File: src/rtl/wt_cln_cache_pkg.sv
// rtl/wt_cln_cache_pkg.sv - shared WT_CLN controller types
package wt_cln_cache_pkg;

    typedef enum logic [1:0] {
        WT_INVAL_IDLE  = 2'd0,
        WT_INVAL_ISSUE = 2'd1,
        WT_INVAL_DONE  = 2'd2
    } wt_inval_seq_state_e;

endpackage

File: src/rtl/wt_duo_inval_sequencer_if.sv
// rtl/wt_duo_inval_sequencer_if.sv - request and invalidation-port bundle of the inval sequencer
interface wt_duo_inval_sequencer_if #(
    parameter int unsigned AddrWidth = 64,
    parameter int unsigned CntWidth  = 16
) ();
    logic                 req_valid_i;
    logic                 req_ready_o;
    logic [AddrWidth-1:0] req_base_i;
    logic [CntWidth-1:0]  req_lines_i;
    logic                 abort_i;
    logic [AddrWidth-1:0] inval_addr_o;
    logic                 inval_valid_o;
    logic                 inval_ready_i;
    logic                 busy_o;
    logic                 done_o;
    logic                 aborted_o;
    logic [CntWidth-1:0]  lines_sent_o;

    // slave: the sequencer itself; master: requester plus cache side
    modport slave (
        input  req_valid_i, req_base_i, req_lines_i, abort_i, inval_ready_i,
        output req_ready_o, inval_addr_o, inval_valid_o, busy_o, done_o,
               aborted_o, lines_sent_o
    );

    modport master (
        output req_valid_i, req_base_i, req_lines_i, abort_i, inval_ready_i,
        input  req_ready_o, inval_addr_o, inval_valid_o, busy_o, done_o,
               aborted_o, lines_sent_o
    );
endinterface

File: src/rtl/wt_duo_inval_sequencer.sv
// rtl/wt_duo_inval_sequencer.sv - walks a line range into the duo cache invalidation port
module wt_duo_inval_sequencer
    import wt_cln_cache_pkg::*;
#(
    parameter int unsigned AddrWidth  = 64,
    parameter int unsigned LineOffset = 4,
    parameter int unsigned CntWidth   = 16
) (
    input  logic                     clk_i,
    input  logic                     rst_i,
    wt_duo_inval_sequencer_if.slave  bus
);

    localparam logic [AddrWidth-1:0] LineBytes = AddrWidth'(1) << LineOffset;
    localparam logic [AddrWidth-1:0] AlignMask = ~(LineBytes - AddrWidth'(1));

    wt_inval_seq_state_e  r_state;
    wt_inval_seq_state_e  w_next_state;
    logic [AddrWidth-1:0] r_cur_addr;
    logic [CntWidth-1:0]  r_remaining;
    logic [CntWidth-1:0]  r_lines_sent;
    logic                 r_abort_flag;
    logic                 r_aborted;
    logic                 w_accept;
    logic                 w_beat;
    logic                 w_last;

    assign w_accept = (r_state == WT_INVAL_IDLE) && bus.req_valid_i;
    assign w_beat   = (r_state == WT_INVAL_ISSUE) && bus.inval_ready_i;
    assign w_last   = (r_remaining == CntWidth'(1));

    always_comb begin
        w_next_state = r_state;
        unique case (r_state)
            WT_INVAL_IDLE: begin
                if (w_accept) begin
                    w_next_state = (bus.req_lines_i != '0) ? WT_INVAL_ISSUE : WT_INVAL_DONE;
                end
            end
            WT_INVAL_ISSUE: begin
                // The registered flag is used so the beat offered with the abort still counts
                if (w_beat && (w_last || r_abort_flag)) begin
                    w_next_state = WT_INVAL_DONE;
                end
            end
            WT_INVAL_DONE: w_next_state = WT_INVAL_IDLE;
            default:       w_next_state = WT_INVAL_IDLE;
        endcase
    end

    always_ff @(posedge clk_i) begin
        if (rst_i) begin
            r_state      <= WT_INVAL_IDLE;
            r_cur_addr   <= '0;
            r_remaining  <= '0;
            r_lines_sent <= '0;
            r_abort_flag <= 1'b0;
            r_aborted    <= 1'b0;
        end else begin
            r_state <= w_next_state;
            if (w_accept) begin
                r_lines_sent <= '0;
                r_abort_flag <= 1'b0;
                r_aborted    <= 1'b0;
                if (bus.req_lines_i != '0) begin
                    r_cur_addr  <= bus.req_base_i & AlignMask;
                    r_remaining <= bus.req_lines_i;
                end
            end
            if (r_state == WT_INVAL_ISSUE) begin
                r_abort_flag <= r_abort_flag | bus.abort_i;
                if (w_beat) begin
                    r_cur_addr   <= r_cur_addr + LineBytes;
                    r_remaining  <= r_remaining - CntWidth'(1);
                    r_lines_sent <= r_lines_sent + CntWidth'(1);
                    // A run that finishes on its final beat is a normal completion
                    if (r_abort_flag && !w_last) begin
                        r_aborted <= 1'b1;
                    end
                end
            end
        end
    end

    assign bus.req_ready_o   = (r_state == WT_INVAL_IDLE);
    assign bus.inval_valid_o = (r_state == WT_INVAL_ISSUE);
    assign bus.busy_o        = (r_state == WT_INVAL_ISSUE);
    assign bus.done_o        = (r_state == WT_INVAL_DONE);
    assign bus.aborted_o     = (r_state == WT_INVAL_DONE) && r_aborted;
    assign bus.inval_addr_o  = r_cur_addr;
    assign bus.lines_sent_o  = r_lines_sent;

endmodule

File: src/flat_wrapper.sv
// flat-port wrapper written by rule: the top's interface ports become plain ports
module wt_duo_inval_sequencer_flat import wt_cln_cache_pkg::*;
#(
    parameter int unsigned AddrWidth  = 64,
    parameter int unsigned LineOffset = 4,
    parameter int unsigned CntWidth   = 16
)
  (clk_i, rst_i, bus_req_valid_i, bus_req_base_i, bus_req_lines_i, bus_abort_i, bus_inval_ready_i, bus_req_ready_o, bus_inval_addr_o, bus_inval_valid_o, bus_busy_o, bus_done_o, bus_aborted_o, bus_lines_sent_o);
  wt_duo_inval_sequencer_if #(.AddrWidth(AddrWidth), .CntWidth(CntWidth)) bus_i ();
  input  logic clk_i;
  input  logic rst_i;
  input wire logic [$bits(bus_i.req_valid_i)-1:0] bus_req_valid_i;
  input wire logic [$bits(bus_i.req_base_i)-1:0] bus_req_base_i;
  input wire logic [$bits(bus_i.req_lines_i)-1:0] bus_req_lines_i;
  input wire logic [$bits(bus_i.abort_i)-1:0] bus_abort_i;
  input wire logic [$bits(bus_i.inval_ready_i)-1:0] bus_inval_ready_i;
  output wire logic [$bits(bus_i.req_ready_o)-1:0] bus_req_ready_o;
  output wire logic [$bits(bus_i.inval_addr_o)-1:0] bus_inval_addr_o;
  output wire logic [$bits(bus_i.inval_valid_o)-1:0] bus_inval_valid_o;
  output wire logic [$bits(bus_i.busy_o)-1:0] bus_busy_o;
  output wire logic [$bits(bus_i.done_o)-1:0] bus_done_o;
  output wire logic [$bits(bus_i.aborted_o)-1:0] bus_aborted_o;
  output wire logic [$bits(bus_i.lines_sent_o)-1:0] bus_lines_sent_o;
  assign bus_i.req_valid_i = bus_req_valid_i;
  assign bus_i.req_base_i = bus_req_base_i;
  assign bus_i.req_lines_i = bus_req_lines_i;
  assign bus_i.abort_i = bus_abort_i;
  assign bus_i.inval_ready_i = bus_inval_ready_i;
  assign bus_req_ready_o = bus_i.req_ready_o;
  assign bus_inval_addr_o = bus_i.inval_addr_o;
  assign bus_inval_valid_o = bus_i.inval_valid_o;
  assign bus_busy_o = bus_i.busy_o;
  assign bus_done_o = bus_i.done_o;
  assign bus_aborted_o = bus_i.aborted_o;
  assign bus_lines_sent_o = bus_i.lines_sent_o;
  wt_duo_inval_sequencer #(.AddrWidth(AddrWidth), .LineOffset(LineOffset), .CntWidth(CntWidth)) u_core (.clk_i(clk_i), .rst_i(rst_i), .bus(bus_i));
endmodule
File: config.mk
export PLATFORM = sky130hd
export DESIGN_NAME = wt_duo_inval_sequencer_flat
export DESIGN_NICKNAME = d
export VERILOG_FILES = /design/src/rtl/wt_cln_cache_pkg.sv /design/src/rtl/wt_duo_inval_sequencer_if.sv /design/src/rtl/wt_duo_inval_sequencer.sv /design/src/flat_wrapper.sv
export SDC_FILE = /design/constraint.sdc
export NUM_CORES = 1
export LEC_CHECK = 0
export BUFFER_PORTS_ARGS = -buffer_cell sky130_fd_sc_hd__buf_4
export CORE_ASPECT_RATIO = 1.75
export CORE_MARGIN = 5
export CORE_UTILIZATION = 31
export CTS_CLUSTER_SIZE = 40
export DETAILED_ROUTE_END_ITERATION = 8
export GPL_TIMING_DRIVEN = 0
export SLEW_MARGIN = 20
export SYNTH_ARGS = -nofsm -noshare
export SYNTH_HDL_FRONTEND = slang
export SYNTH_SLANG_ARGS = --single-unit
File: constraint.sdc
create_clock -name clk_i -period 2.9 [get_ports clk_i]
set_clock_uncertainty 0.1 [all_clocks]
set_input_delay 0.29 -clock clk_i [delete_from_list [all_inputs] [get_ports clk_i]]
set_output_delay 0.29 -clock clk_i [all_outputs]
set_load 0.01 [all_outputs]
# Word-level counts from Yosys, hierarchy flattened
# Cells that the tools add are included.
[totals]
inputBits = 85
word_cells = 47
mem_bits_ro = 0
mem_bits_rw = 0
latch_bits = 0
memories = 0
register_bits = 100
output_inout_bits = 85
[op_classes]
multipliers = 0
n_mux = 21
shifts = 0
n_bitwise = 1
addsub = 3
n_eq_ne = 5
n_reduce_logical = 11
n_div = 0
order_cmp = 0
[ops]
columns = ["cell", "count"]
rows = [
  ["$mux 64", 4],
  ["$mux 16", 7],
  ["$add 64x5->64 const B", 1],
  ["$add 16x1->16 const B", 1],
  ["$eq 16x1->1 const B", 1],
  ["$reduce_bool 16->1", 1],
  ["$sub 16x1->16 const B", 1],
  ["$mux 1", 6],
  ["$mux 2", 3],
  ["$logic_and 1x1->1", 5],
  ["$ne 2x1->1 const B", 2],
  ["$pmux 2 s2", 1],
  ["$eq 2x1->1 const B", 1],
  ["$eq 2x2->1 const B", 1],
  ["$logic_not 2->1", 1],
  ["$reduce_and 2->1", 1],
  ["$reduce_bool 2->1", 1],
  ["$logic_not 1->1", 1],
  ["$logic_or 1x1->1", 1],
  ["$or 1x1->1", 1],
]

# Logic depth before layout (Yosys ltp)
# Gate-level depths: netlist (run 1).
[depth]
word_depth = 6
mapped_depth = 8

# Worst setup path after synthesis (run 1)
# No wires, ideal clock.
[synth_path]
kind = "register -> register"
start = "register u_core.r_cur_addr[4] (netlist: u_core.bus.inval_addr_o[4])"
end = "register u_core.r_cur_addr[56] (netlist: u_core.bus.inval_addr_o[56])"
slack_ns = 0.760
period_less_slack_ns = 2.140
arrival_ns = 1.918
stages_incl_launch_ff = 8
path_cell_list = "dfxtp_1 ha_1 nand3_1 nor2_1 and4_1 buf_2 a41oi_1 a311o_1"
[synth_between]
elab_chain_cells = 3
[synth_rtl]
columns = ["element", "line_no", "text"]
rows = [
  ["start: declaration", "wt_duo_inval_sequencer.sv:19", "logic [AddrWidth-1:0] r_cur_addr;"],
  ["start signal: assignment", "wt_duo_inval_sequencer.sv:66", "r_cur_addr <= bus.req_base_i & AlignMask;"],
  ["start signal: assignment", "wt_duo_inval_sequencer.sv:73", "r_cur_addr <= r_cur_addr + LineBytes;"],
  ["$add 64x5->64", "wt_duo_inval_sequencer.sv:73", ""],
  ["$mux 64", "wt_duo_inval_sequencer.sv:72", "if (w_beat) begin"],
  ["$mux 64", "wt_duo_inval_sequencer.sv:70", "if (r_state == WT_INVAL_ISSUE) begin"],
]
# No other way between the ends.
# A chain may end at the register's enable or synchronous reset.

# Final worst setup path (run 1)
[layout_path]
start = "register u_core.r_cur_addr[4] (netlist: u_core.bus.inval_addr_o[4])"
end = "register u_core.r_cur_addr[52] (netlist: u_core.bus.inval_addr_o[52])"
# The elaborated chain is that of the path after synthesis.

==> results.md, run 1 <==
- Fin. max-slew vios: 0
- Clock buffer depth: 2
- Synth top area cells: dfxtp_1, nand2_1, a21oi_1
- Syn Inst Count: 769
- Total track usage: 23.4%
- Initial Utilization: 31.3%
- Final worst path period share: 96.7%
- Top FF cell, synth: dfxtp_1
- Root buffer cell: clkbuf_16
- Largest net degree at the start of global routing: 17
- Most frequent cells in the layout: buf_4, dfxtp_1, nand2_1
- Comb power frac: 24.2%
- First-pass DRT Iterations: 5
- Commonest non-fill, non-tap cell in the layout: buf_4
- DR vias: 7118
- Post-Route Utilization: 40.8%
- WL per Instance: 22.4 microns
- Worst skew pair latency: 0.37 ns
- Reg2Reg Depth: 7
- Die ar.: 22200 sq um
- Clock net sink count: 100
- Worst reg2reg startpoint: u_core.bus.inval_addr_o[4]$_SDFF_PP0_
- Power Density: 483 nW/um^2
- Hpwl dp: 20500 microns
- Fmax: 0.357 GHz
- Register share of total power: 44.0%
- Inserted Diodes: 0
- First-pass GRT wire length: 40300 microns
- Post-route DRC: 0
- Setup crit start kind: flip-flop
- Max Cap Viol: 0
- # nets final: 1033
- I/O pin total: 170
- TritonCTS clock tree: yes
- Core ar.: 19000 sq um
- Seq cells post-synth: 100
- Gpl congestion: 0.957
- CTS buffer count: 9
- Worst hold stages: 3
- Syn_nets: 858
- Maximum vdd ir drop: 281 uV
- Vias per cell: 5.98
- # rows: 67
- Post-synthesis average cell area: 7.75 sq um
- Hold Fails Final Rpt: 0
- RSZ-0062 raised after global routing: no
- Area Overhead vs Synth: 30.5%
- Switching Fraction: 34.4%
- Remaining global-route overflow: 0
- Final setup vio count: 0
- Internal power: 2.46 mW
- Final wirelength: 26700 microns
- Fillers: 2002
- Max transition margin: 36.0%
- Sequential-to-total area share from yosys stat: 33.6%
- Pre-CTS setup slack: -0.248 ns
- Port Buffers: 164
- DR iter-0 viols: 534
- Min-delay src: bus_abort_i
- Required @ worst endpoint: 3.04 ns
- Number of setup buffers added after CTS: 0
- Crit. End Element: flip-flop
- Syn Std Cell Area: 5960 sq um
- Switching power total: 1.29 mW
- Die H: 193 microns
- CP arrival: 2.95 ns
- Antenna violations before repair: 0
- Outcome: finished clean
- Cell Area, Placed: 7490 sq um
- Die Wd: 115 microns
- Synth cell types: 71
- CP Class: flip-flop to flip-flop
- Top-area cell type share of the netlist area: 33.6%
- Detail Route Antenna Nets: 0
- Number of flops mapped to enable cells by yosys: 0
- RR Endpoint: u_core.bus.inval_addr_o[52]$_SDFF_PP0_
- Hold EP: u_core.r_abort_flag$_SDFFE_PP0P_
- Async SR Flop Fraction: 0%
- Number of global-route vias before repair: 7035
- Post-route setup slack: 0.0962 ns
- Clock power frac: 31.9%
- Synth area leader: dfxtp_1
- Clock edge transition at the registers on the reported setup and hold paths: 0.07 ns
- Ys Warns: 0
- Fraction of final layout cells with drive strength greater than 1: 23.4%
- H-tree depth: 3
- LEAKAGE: 2.94 nW
- Post-route cell area: 7770 sq um
- Tightest Hold Check Type: primary input to flip-flop
- Final min period: 2.80 ns
- Reg-to-reg slack, setup: 0.1 ns
- Critical path peak fanout: 10
- Slew @ Worst Pin: 0.958 ns
## cells by family (layout without fill, tap and decap cells)
logic type	after synthesis	count (layout)	synth area share, %
xor gates and xnor gates	6	6	0.882
adders and majority gates	4	4	0.840
muxes	6	6	1.03
AOI/OAI and AO/OA	208	208	22.8
and+or+nand+nor	389	389	36.3
buffers and inverters	56	236	4.56
DFF	100	100	33.6
## through the flow
step           power (mW)  TNS, ns  std cells  hold slack, ns
6_report             3.75        0       1190          0.0757
5_1_grt              3.90        0       1190          0.0771
4_1_cts              3.75        0       1190          0.0668
3_5_place_dp         2.57    -2.62       1174           0.377
3_3_place_gp         2.56    -1.86       1174           0.372
2_1_floorplan        2.10        0        769           0.329
## routing by layer
layer  vias to the layer above  GRT usage [%]  wire length, microns
met5                         -              0                     0
met1                      3370           24.6                  9240
met2                       328           41.5                 13800
met3                        96           4.16                  1800
li1                       3324              -                     -
met4                         0           15.3                  1810
## state kept, by name, indices dropped and copies added (netlist names)
| name | count |
|---|---|
| u_core.bus.inval_addr_o | 64 |
| u_core.bus.lines_sent_o | 16 |
| u_core.r_abort_flag | 1 |
| u_core.r_aborted | 1 |
| u_core.r_remaining | 16 |
| u_core.r_state | 2 |
## power groups by stage
stage | combinational, mW | sequential [mW] | clock, mW
2_1_floorplan | 0.437 | 1.66 | 0
3_3_place_gp | 0.890 | 1.67 | 0
3_5_place_dp | 0.895 | 1.67 | 0
4_1_cts | 0.897 | 1.64 | 1.21
5_1_grt | 0.971 | 1.66 | 1.26
6_report | 0.906 | 1.65 | 1.19
## worst max path at each step
stage / start / to / slack [ns] / depth (start not counted)
finish: u_core.bus.inval_addr_o[4]$_SDFF_PP0_ / u_core.bus.inval_addr_o[52]$_SDFF_PP0_ / 0.1 / 7
global route: u_core.bus.inval_addr_o[4]$_SDFF_PP0_ / u_core.bus.inval_addr_o[52]$_SDFF_PP0_ / 0.05 / 7
CTS: u_core.bus.inval_addr_o[4]$_SDFF_PP0_ / u_core.bus.inval_addr_o[52]$_SDFF_PP0_ / 0.09 / 7
detailed placement: bus_req_lines_i[10] / u_core.bus.inval_addr_o[34]$_SDFF_PP0_ / -0.25 / 7
global placement: bus_req_lines_i[10] / u_core.bus.inval_addr_o[37]$_SDFF_PP0_ / -0.19 / 7
floorplan: u_core.bus.inval_addr_o[4]$_SDFF_PP0_ / u_core.bus.inval_addr_o[56]$_SDFF_PP0_ / 0.76 / 7
## cell usage after synthesis (5+ instances only)
| cell | count |
|---|---|
| a211oi_1 | 7 |
| a21oi_1 | 51 |
| a22oi_1 | 7 |
| a31oi_1 | 40 |
| and2_1 | 8 |
| and3_1 | 17 |
| and4_1 | 6 |
| buf_1 | 5 |
| buf_2 | 12 |
| buf_6 | 5 |
| clkbuf_1 | 23 |
| dfxtp_1 | 100 |
| inv_1 | 8 |
| mux2i_1 | 5 |
| nand2_1 | 91 |
| nand3_1 | 50 |
| nand4_1 | 34 |
| nor2_1 | 67 |
| nor2b_1 | 5 |
| nor3_1 | 21 |
| nor4_1 | 19 |
| o211ai_1 | 22 |
| o21ai_0 | 31 |
| o311ai_0 | 11 |
| or3_1 | 25 |
| or4_1 | 15 |
## final cells by class
class / instances / area (sq um) / area share, %
flip-flops and latches: 100 / 2000 / 25.8
clock buffers: 11 / 243 / 3.12
well taps: 241 / 302 / 3.88
repair buffers: 164 / 1230 / 15.8
inverters: 9 / 33.8 / 0.435
multi-input cells: 613 / 3690 / 47.4
clock inverters: 5 / 36.3 / 0.467
plain buffers: 47 / 239 / 3.07
## timing repair
item | 4_1_cts | 5_1_grt
setup endpoints to repair | 0 | 10
hold buffers | 0 | 0
gates resized for setup | 0 | 2
## worst max-delay path: stages (launching register included)
cell and delay [ns]:
dfxtp_1 0.53, ha_1 0.27, nand3_1 0.31, nor2_2 0.33
and4_1 0.31, buf_2 0.31, a31oi_1 0.13, or3b_1 0.38
Power figures use the tool's default switching activity.
==> inputs of run 2 (changes only) <==
ABC_AREA = 1   (was unset)
GPL_TIMING_DRIVEN = unset   (was 0)
HOLD_SLACK_MARGIN = 0.1   (was unset)
==> run 2 against run 1 <==
Effect of this change: count of clock-buffer cells in the layout shrank 2; highest routed layer unchanged; critical path type is now primary input to flip-flop; sequential share of layout area decreased by 4.1 points; final cell count up 51%; largest power group unchanged; non-clock buffer count down 28.
==> results.md, run 2 <==
- Die H: 213 microns (+10%)
- Total track usage: 20.5% (-2.9 points)
- Grt met3 use: 3.34% (-0.82 points)
- Most common cell in the netlist: nand2_1
- GR peak layer: met2
- Commonest non-fill, non-tap cell in the layout: nand2_1
- Maximum vdd ir drop: 262 uV (-6.7%)
- Critical path peak fanout: 66 (+56)
- Main combinational cell family by area after synthesis: simple AND/OR/NAND/NOR gates
- Sum Neg Setup Slack: 0 ns (unchanged)
- Port Buffers: 165 (+0.61%)
- Fmax: 0.417 GHz (+17%)
- CP Class: primary input to flip-flop
- Syn_nets: 1428 (+66%)
- Setup crit start kind: primary input
- Post-synthesis average cell area: 5.48 sq um (-29%)
- RSZ-0062 raised after global routing: no
- Final wirelength: 28200 microns (+5.9%)
- CP arrival: 2.61 ns (-0.34 ns)
- Antenna violations before repair: 0 (unchanged)
- Async SR Flop Fraction: 0% (unchanged)
- Top FF cell, synth: dfxtp_1
- First-pass DRT Iterations: 5 (unchanged)
- Sequential-to-total area share from yosys stat: 27.3% (-6.3 points)
- # rows: 74 (+10%)
- Remaining global-route overflow: 0 (unchanged)
- Final setup vio count: 0 (unchanged)
- Post-Route Utilization: 39.7% (-1.2 points)
- Required @ worst endpoint: 3.11 ns (+0.07 ns)
- Final min period: 2.40 ns (-0.403 ns)
- Largest register FFs: 64 (unchanged)
- Die Wd: 126 microns (+10%)
- LEAKAGE: 4.29 nW (+46%)
- Most frequent cells in the layout: nand2_1, nor2_1, buf_4
- Area Overhead vs Synth: 26.2%
- XOR/XNOR Fraction of Synth Area: 0.358% (-0.52 points)
- Clock net sink count: 100 (unchanged)
- Gpl congestion: 0.979 (+2.3%)
- Core ar.: 23300 sq um (+23%)
- Synth top area cells: dfxtp_1, nand2_1, nor2_1
- Synth cell types: 38 (-46%)
- Synth area leader: dfxtp_1
- Max transition margin: 49.1% (+13 points)
- Inserted Diodes: 0 (unchanged)
- Die ar.: 27000 sq um (+21%)
- Syn Inst Count: 1339 (+74%)
- Post-synthesis adder-cell area fraction: 0.682% (-0.16 points)
- Crit. End Element: flip-flop
- TritonCTS clock tree: yes
- Clock buffer depth: 2 (unchanged)
- Slew @ Worst Pin: 0.763 ns (-0.195 ns)
- Clock edge transition at the registers on the reported setup and hold paths: 0.08 ns (about the same)
- Global Route met2 Usage: 39.7% (-1.8 points)
- Vias per cell: 4.80 (-20%)
- # nets final: 1578 (+53%)
- Max Cap Viol: 0 (unchanged)
- Hold Fails Final Rpt: 0 (unchanged)
- Power Density: 457 nW/um^2 (-5.3%)
- WL per Instance: 15.7 microns (-30%)
- Cts repair resizes: 0 (unchanged)
- Seq cells post-synth: 100 (unchanged)
- Post-route cell area: 9260 sq um (+19%)
- Largest net degree at the start of global routing: 67 (+50)
- CTS buffer count: 9 (unchanged)
- Syn Std Cell Area: 7330 sq um (+23%)
- Detail Route Antenna Nets: 0 (unchanged)
- Compound-Gate Fraction of Synth Area: 8.10% (-15 points)
- Fraction of final layout cells with drive strength greater than 1: 15.1% (-8.3 points)
- Top-area cell type share of the netlist area: 27.3% (-6.3 points)
- Fin. max-slew vios: 0 (unchanged)
- Simple-Gate Fraction of Synth Area: 53.1% (+17 points)
- H-tree depth: 3 (unchanged)
- Tightest Hold Check Type: primary input to flip-flop
- Final worst path period share: 82.8% (-14 points)
- Outcome: finished clean
- Routing usage on met1: 21.5% (-3.1 points)
- First-pass GRT wire length: 43600 microns (+8.3%)
- Multiplexer share of the synthesized area: 0% (-1.0 points)
- Post-route DRC: 0 (unchanged)
- Power Total: 4.23 mW (+13%)
- DR iter-0 viols: 496 (-7.1%)
- Root buffer cell: clkbuf_16
- Ys Warns: 0 (unchanged)
- Number of global-route vias before repair: 8263 (+17%)
- Initial Utilization: 31.4% (+0.13 points)
- Cell Area, Placed: 8870 sq um (+18%)
- DR vias: 8626 (+21%)
- I/O pin total: 170 (unchanged)
- Worst skew pair latency: 0.37 ns (about the same)
- Hpwl dp: 22100 microns (+8.2%)
- Synth cell count leaders: nand2_1, nor2_1, nand3_1
- Number of flops mapped to enable cells by yosys: 0 (unchanged)
## run 2: changes by cell type after synthesis, moves of 25 or more
cell / previous run / this run
or3_1: 25 / 0
o21ai_0: 31 / 58
nand3_1: 50 / 145
inv_1: 8 / 140
nand2_1: 91 / 474
nor2_1: 67 / 242
a31oi_1: 40 / 4
## run 2: final timing paths
kind | startpoint | to | slack, ns | cells after the start
max | bus_req_lines_i[12] | u_core.bus.inval_addr_o[55]$_SDFF_PP0_ | 0.50 | 14
min | rst_i | u_core.r_state[0]$_SDFFE_PP0P_ | 0.11 | 2
max reg2reg | u_core.r_state[0]$_SDFFE_PP0P_ | u_core.bus.inval_addr_o[21]$_SDFF_PP0_ | 0.67 | 10
min reg2reg | u_core.bus.inval_addr_o[3]$_SDFFE_PP0P_ | u_core.bus.inval_addr_o[3]$_SDFFE_PP0P_ | 0.35 | 2
## run 2: cell families (layout without fill, tap and decap cells)
| family | count (synthesis) | in the layout |
|---|---|---|
| buf+inv | 191 | 346 |
| fa+ha+maj | 4 | 4 |
| xor+xnor | 3 | 3 |
| simple gates | 930 | 930 |
| flops | 100 | 100 |
| compound gates | 111 | 111 |
## run 2: through the flow
stage               hold slack, ns  setup WS, ns  std cells
finish                       0.109         0.500       1798
global route                 0.118         0.277       1798
CTS                          0.102         0.479       1798
detailed placement           0.338         0.642       1778
global placement             0.334         0.667       1778
floorplan                    0.333          1.13       1339
## run 2: layout make-up
class | count | area (sq um)
fill | 2691 | 14100
tap | 304 | 380
sequential | 100 | 2000
multi-input combinational | 1048 | 4570
timing repair buffer | 183 | 1410
clock inverter | 7 | 121
inverter | 147 | 552
clock buffer | 9 | 225
## run 2: worst max-delay path, stage by stage
cell and delay, ns:
dlygate4sd3_1 0.54, buf_4 0.14, nor2_1 0.18, nand2_1 0.07, nor2_1 0.11, nand2_1 0.12
nand2_2 0.10, buf_4 0.60, nand2_1 0.10, nand2_1 0.09, nand2_1 0.04, nand2_1 0.10
nand2_1 0.06, inv_1 0.04
## run 2: repair_timing
action                                 4_1_cts  5_1_grt
endpoints found under the hold margin        4        0
buffers inserted                             0        0
hold buffers                                 4        0
## run 2: metal layers
metal | wire length, microns | up-vias
met2 | 15200 | 187
met3 | 1180 | 45
met4 | 1170 | 0
met5 | 0 | -
met1 | 10700 | 3886
li1 | - | 4508
## run 2: power breakdown
part           internal, mW  total (mW)  switching [mW]
clock                 0.850        1.45           0.599
combinational         0.447        1.08           0.628
sequential             1.50        1.70           0.206
total                  2.79        4.23            1.43
==> inputs of run 3 (changes only) <==
ABC_AREA = 0   (was 1)
clock period = 2.2 ns   (was 2.9 ns; I/O delays follow)
==> run 3 against run 2 <==
Effect of this change: cell area hardly changed; register-to-register slack worse by 0.55 ns; wire length is 13% lower; non-clock buffer count is 166 higher; worst setup slack worse by 0.44 ns; first-iteration DRC count is 31% lower; global-route usage is 0.83 points higher; flip-flop and latch count stayed put; die area is 18% lower; critical path type unchanged; critical endpoint is now u_core.bus.inval_addr_o[59]$_SDFF_PP0_; highest routed layer unchanged.
==> results.md, run 3 (synthesis gave the netlist of run 1 again) <==
- Outcome: finished clean
- Commonest non-fill, non-tap cell in the layout: buf_4
- First-pass DRT Iterations: 5 (unchanged)
- H-tree depth: 3 (unchanged)
- Worst skew pair latency: 0.36 ns (about the same)
- Min-delay src: bus_req_base_i[15]
- Comb power frac: 28.9% (+3.5 points)
- Fin. max-slew vios: 0 (unchanged)
- Post-Route Utilization: 48.6% (+9.0 points)
- Switching Fraction: 32.3% (-1.6 points)
- Clock edge transition at the registers on the reported setup and hold paths: 0.08 ns (about the same)
- Worst path most repeated cell: buf_4
- Worst reg2reg startpoint: u_core.r_remaining[8]$_SDFF_PP0_
- Clock power frac: 30.3% (-4.0 points)
- Die H: 193 microns (-9.4%)
- Antenna violations before repair: 0 (unchanged)
- Final wirelength: 24500 microns (-13%)
- Number of global-route vias before repair: 7302 (-12%)
- CP Class: primary input to flip-flop
- TritonCTS clock tree: yes
- DR vias: 7440 (-14%)
- Crit-path max cell delay: 0.55 ns (-0.05 ns)
- Power Density: 556 nW/um^2 (+22%)
- RSZ-0062 raised after global routing: yes
- Root buffer cell: clkbuf_16
- Die ar.: 22200 sq um (-18%)
- Hpwl dp: 18500 microns (-17%)
- Core ar.: 19000 sq um (-18%)
- Hold Fails Final Rpt: 0 (unchanged)
- First-pass GRT wire length: 38000 microns (-13%)
- Largest register FFs: 64 (unchanged)
- Final worst path period share: 97.2%
- Clock net sink count: 100 (unchanged)
- Register share of total power: 40.8% (+0.5 points)
- # rows: 67 (-9.5%)
- Fillers: 1869 (-31%)
- Most frequent cells in the layout: buf_4, dfxtp_1, nand2_1
- CTS buffer count: 9 (unchanged)
- Post-route DRC: 0 (unchanged)
- Clock buffer depth: 2 (unchanged)
- Fraction of final layout cells with drive strength greater than 1: 32.0% (+17 points)
- Required @ worst endpoint: 2.38 ns (-0.73 ns)
- Fmax: 0.468 GHz
- Inserted Diodes: 0 (unchanged)
- Max Cap Viol: 0 (unchanged)
- Setup crit start kind: primary input
- Port Buffers: 165 (unchanged)
- Gpl congestion: 0.902 (-7.8%)
- CP arrival: 2.31 ns (-0.30 ns)
- Max transition margin: 73.3% (+24 points)
- Internal power: 3.48 mW (+25%)
- WL per Instance: 18.4 microns (+17%)
- # nets final: 1171 (-26%)
- Worst path slowest cell: dlygate4sd3_1
- Remaining global-route overflow: 0 (unchanged)
- Crit-path cells: dlygate4sd3_1, buf_4, nor4_2, buf_4, a41oi_4, buf_12, buf_4, nor2_1, a211oi_1, a311oi_1
- Multi-input combinational cell area: 3780 sq um (-17%)
- Crit. End Element: flip-flop
- LEAKAGE: 3.72 nW (-13%)
- Maximum vdd ir drop: 306 uV (+17%)
- Tightest Hold Check Type: primary input to flip-flop
- Initial Utilization: 31.3% (-0.13 points)
- Sum Neg Setup Slack: 0 ns (unchanged)
- Worst setup path start: bus_req_lines_i[11]
- Largest net degree at the start of global routing: 78 (+16%)
- I/O pin total: 170 (unchanged)
- Final setup vio count: 0 (unchanged)
- Critical path peak fanout: 15 (-77%)
- Die Wd: 115 microns (-9.1%)
- Detail Route Antenna Nets: 0 (unchanged)
- Total track usage: 21.4% (+0.83 points)
- Vias per cell: 5.61 (+17%)
- Final min period: 2.14 ns
- Switching power total: 1.66 mW (+16%)
- Slew @ Worst Pin: 0.399 ns (-0.364 ns)
- DR iter-0 viols: 344 (-31%)
- Reg-to-reg slack, setup: 0.12 ns (-0.55 ns)
- Sequential standard cell area: 2010 sq um (+0.19%)
- Area Overhead vs Synth: 55.3%
run 3: critical path: cells and delay by family:
family / cells / cell delay [ns]
buffers and inverters: 5 / 1.25
AOI/OAI and AO/OA: 3 / 0.46
and+or+nand+nor: 2 / 0.37
run 3: worst paths after layout:
check | depth (start not counted) | end
hold reg to reg | 1 | u_core.bus.inval_addr_o[0]$_SDFFE_PP0P_
setup reg to reg | 5 | u_core.r_state[0]$_SDFFE_PP0P_
hold / removal | 3 | u_core.bus.inval_addr_o[15]$_SDFF_PP0_
setup / recovery | 10 | u_core.bus.inval_addr_o[59]$_SDFF_PP0_
run 3: final cells by class:
class | instances | share of cell area [%]
sequential | 100 | 21.7
tap | 241 | 3.26
clock buffer | 10 | 2.58
timing repair buffer | 349 | 30.8
clock inverter | 5 | 0.392
multi-input combinational | 613 | 40.9
inverter | 9 | 0.365
run 3: power by group through the flow:
stage                     Sequential (mW)  Clock, mW  Combinational (mW)
after floorplan                      2.19          0               0.576
final                                2.10       1.56                1.49
after CTS                            2.10       1.58                1.48
after detailed placement             2.14          0                1.39
after global placement               2.13          0                1.38
after global routing                 2.12       1.67                1.61
run 3: repair_timing:
| item | 4_1_cts | 5_1_grt |
|---|---|---|
| endpoints found under the setup margin | 1 | 36 |
| endpoints found under the hold margin | 57 | 0 |
| buffers inserted | 3 | 5 |
| gates resized for setup | 4 | 17 |
| pin swaps | 3 | 8 |
| hold buffers | 58 | 0 |
run 3: per-layer routing:
metal | vias to the layer above | global-route usage, % | share of wire, %
li1 | 3592 | - | -
met1 | 3534 | 22.9 | 36
met2 | 250 | 39.4 | 54
met3 | 64 | 2.78 | 4.5
met4 | 0 | 11.6 | 5.0
met5 | - | 0 | 0
run 3: through the flow:
step	instance area, sq um	hold slack [ns]	setup WS [ns]	power, mW	cells
after floorplan	5960	0.259	0.0599	2.76	769
after global placement	8240	0.361	0.0441	3.51	1246
after detailed placement	8240	0.377	-0.0241	3.52	1246
after CTS	9130	0.101	0.0103	5.16	1322
after global routing	9250	0.100	-0.0352	5.40	1327
final	9250	0.0971	0.0622	5.15	1327
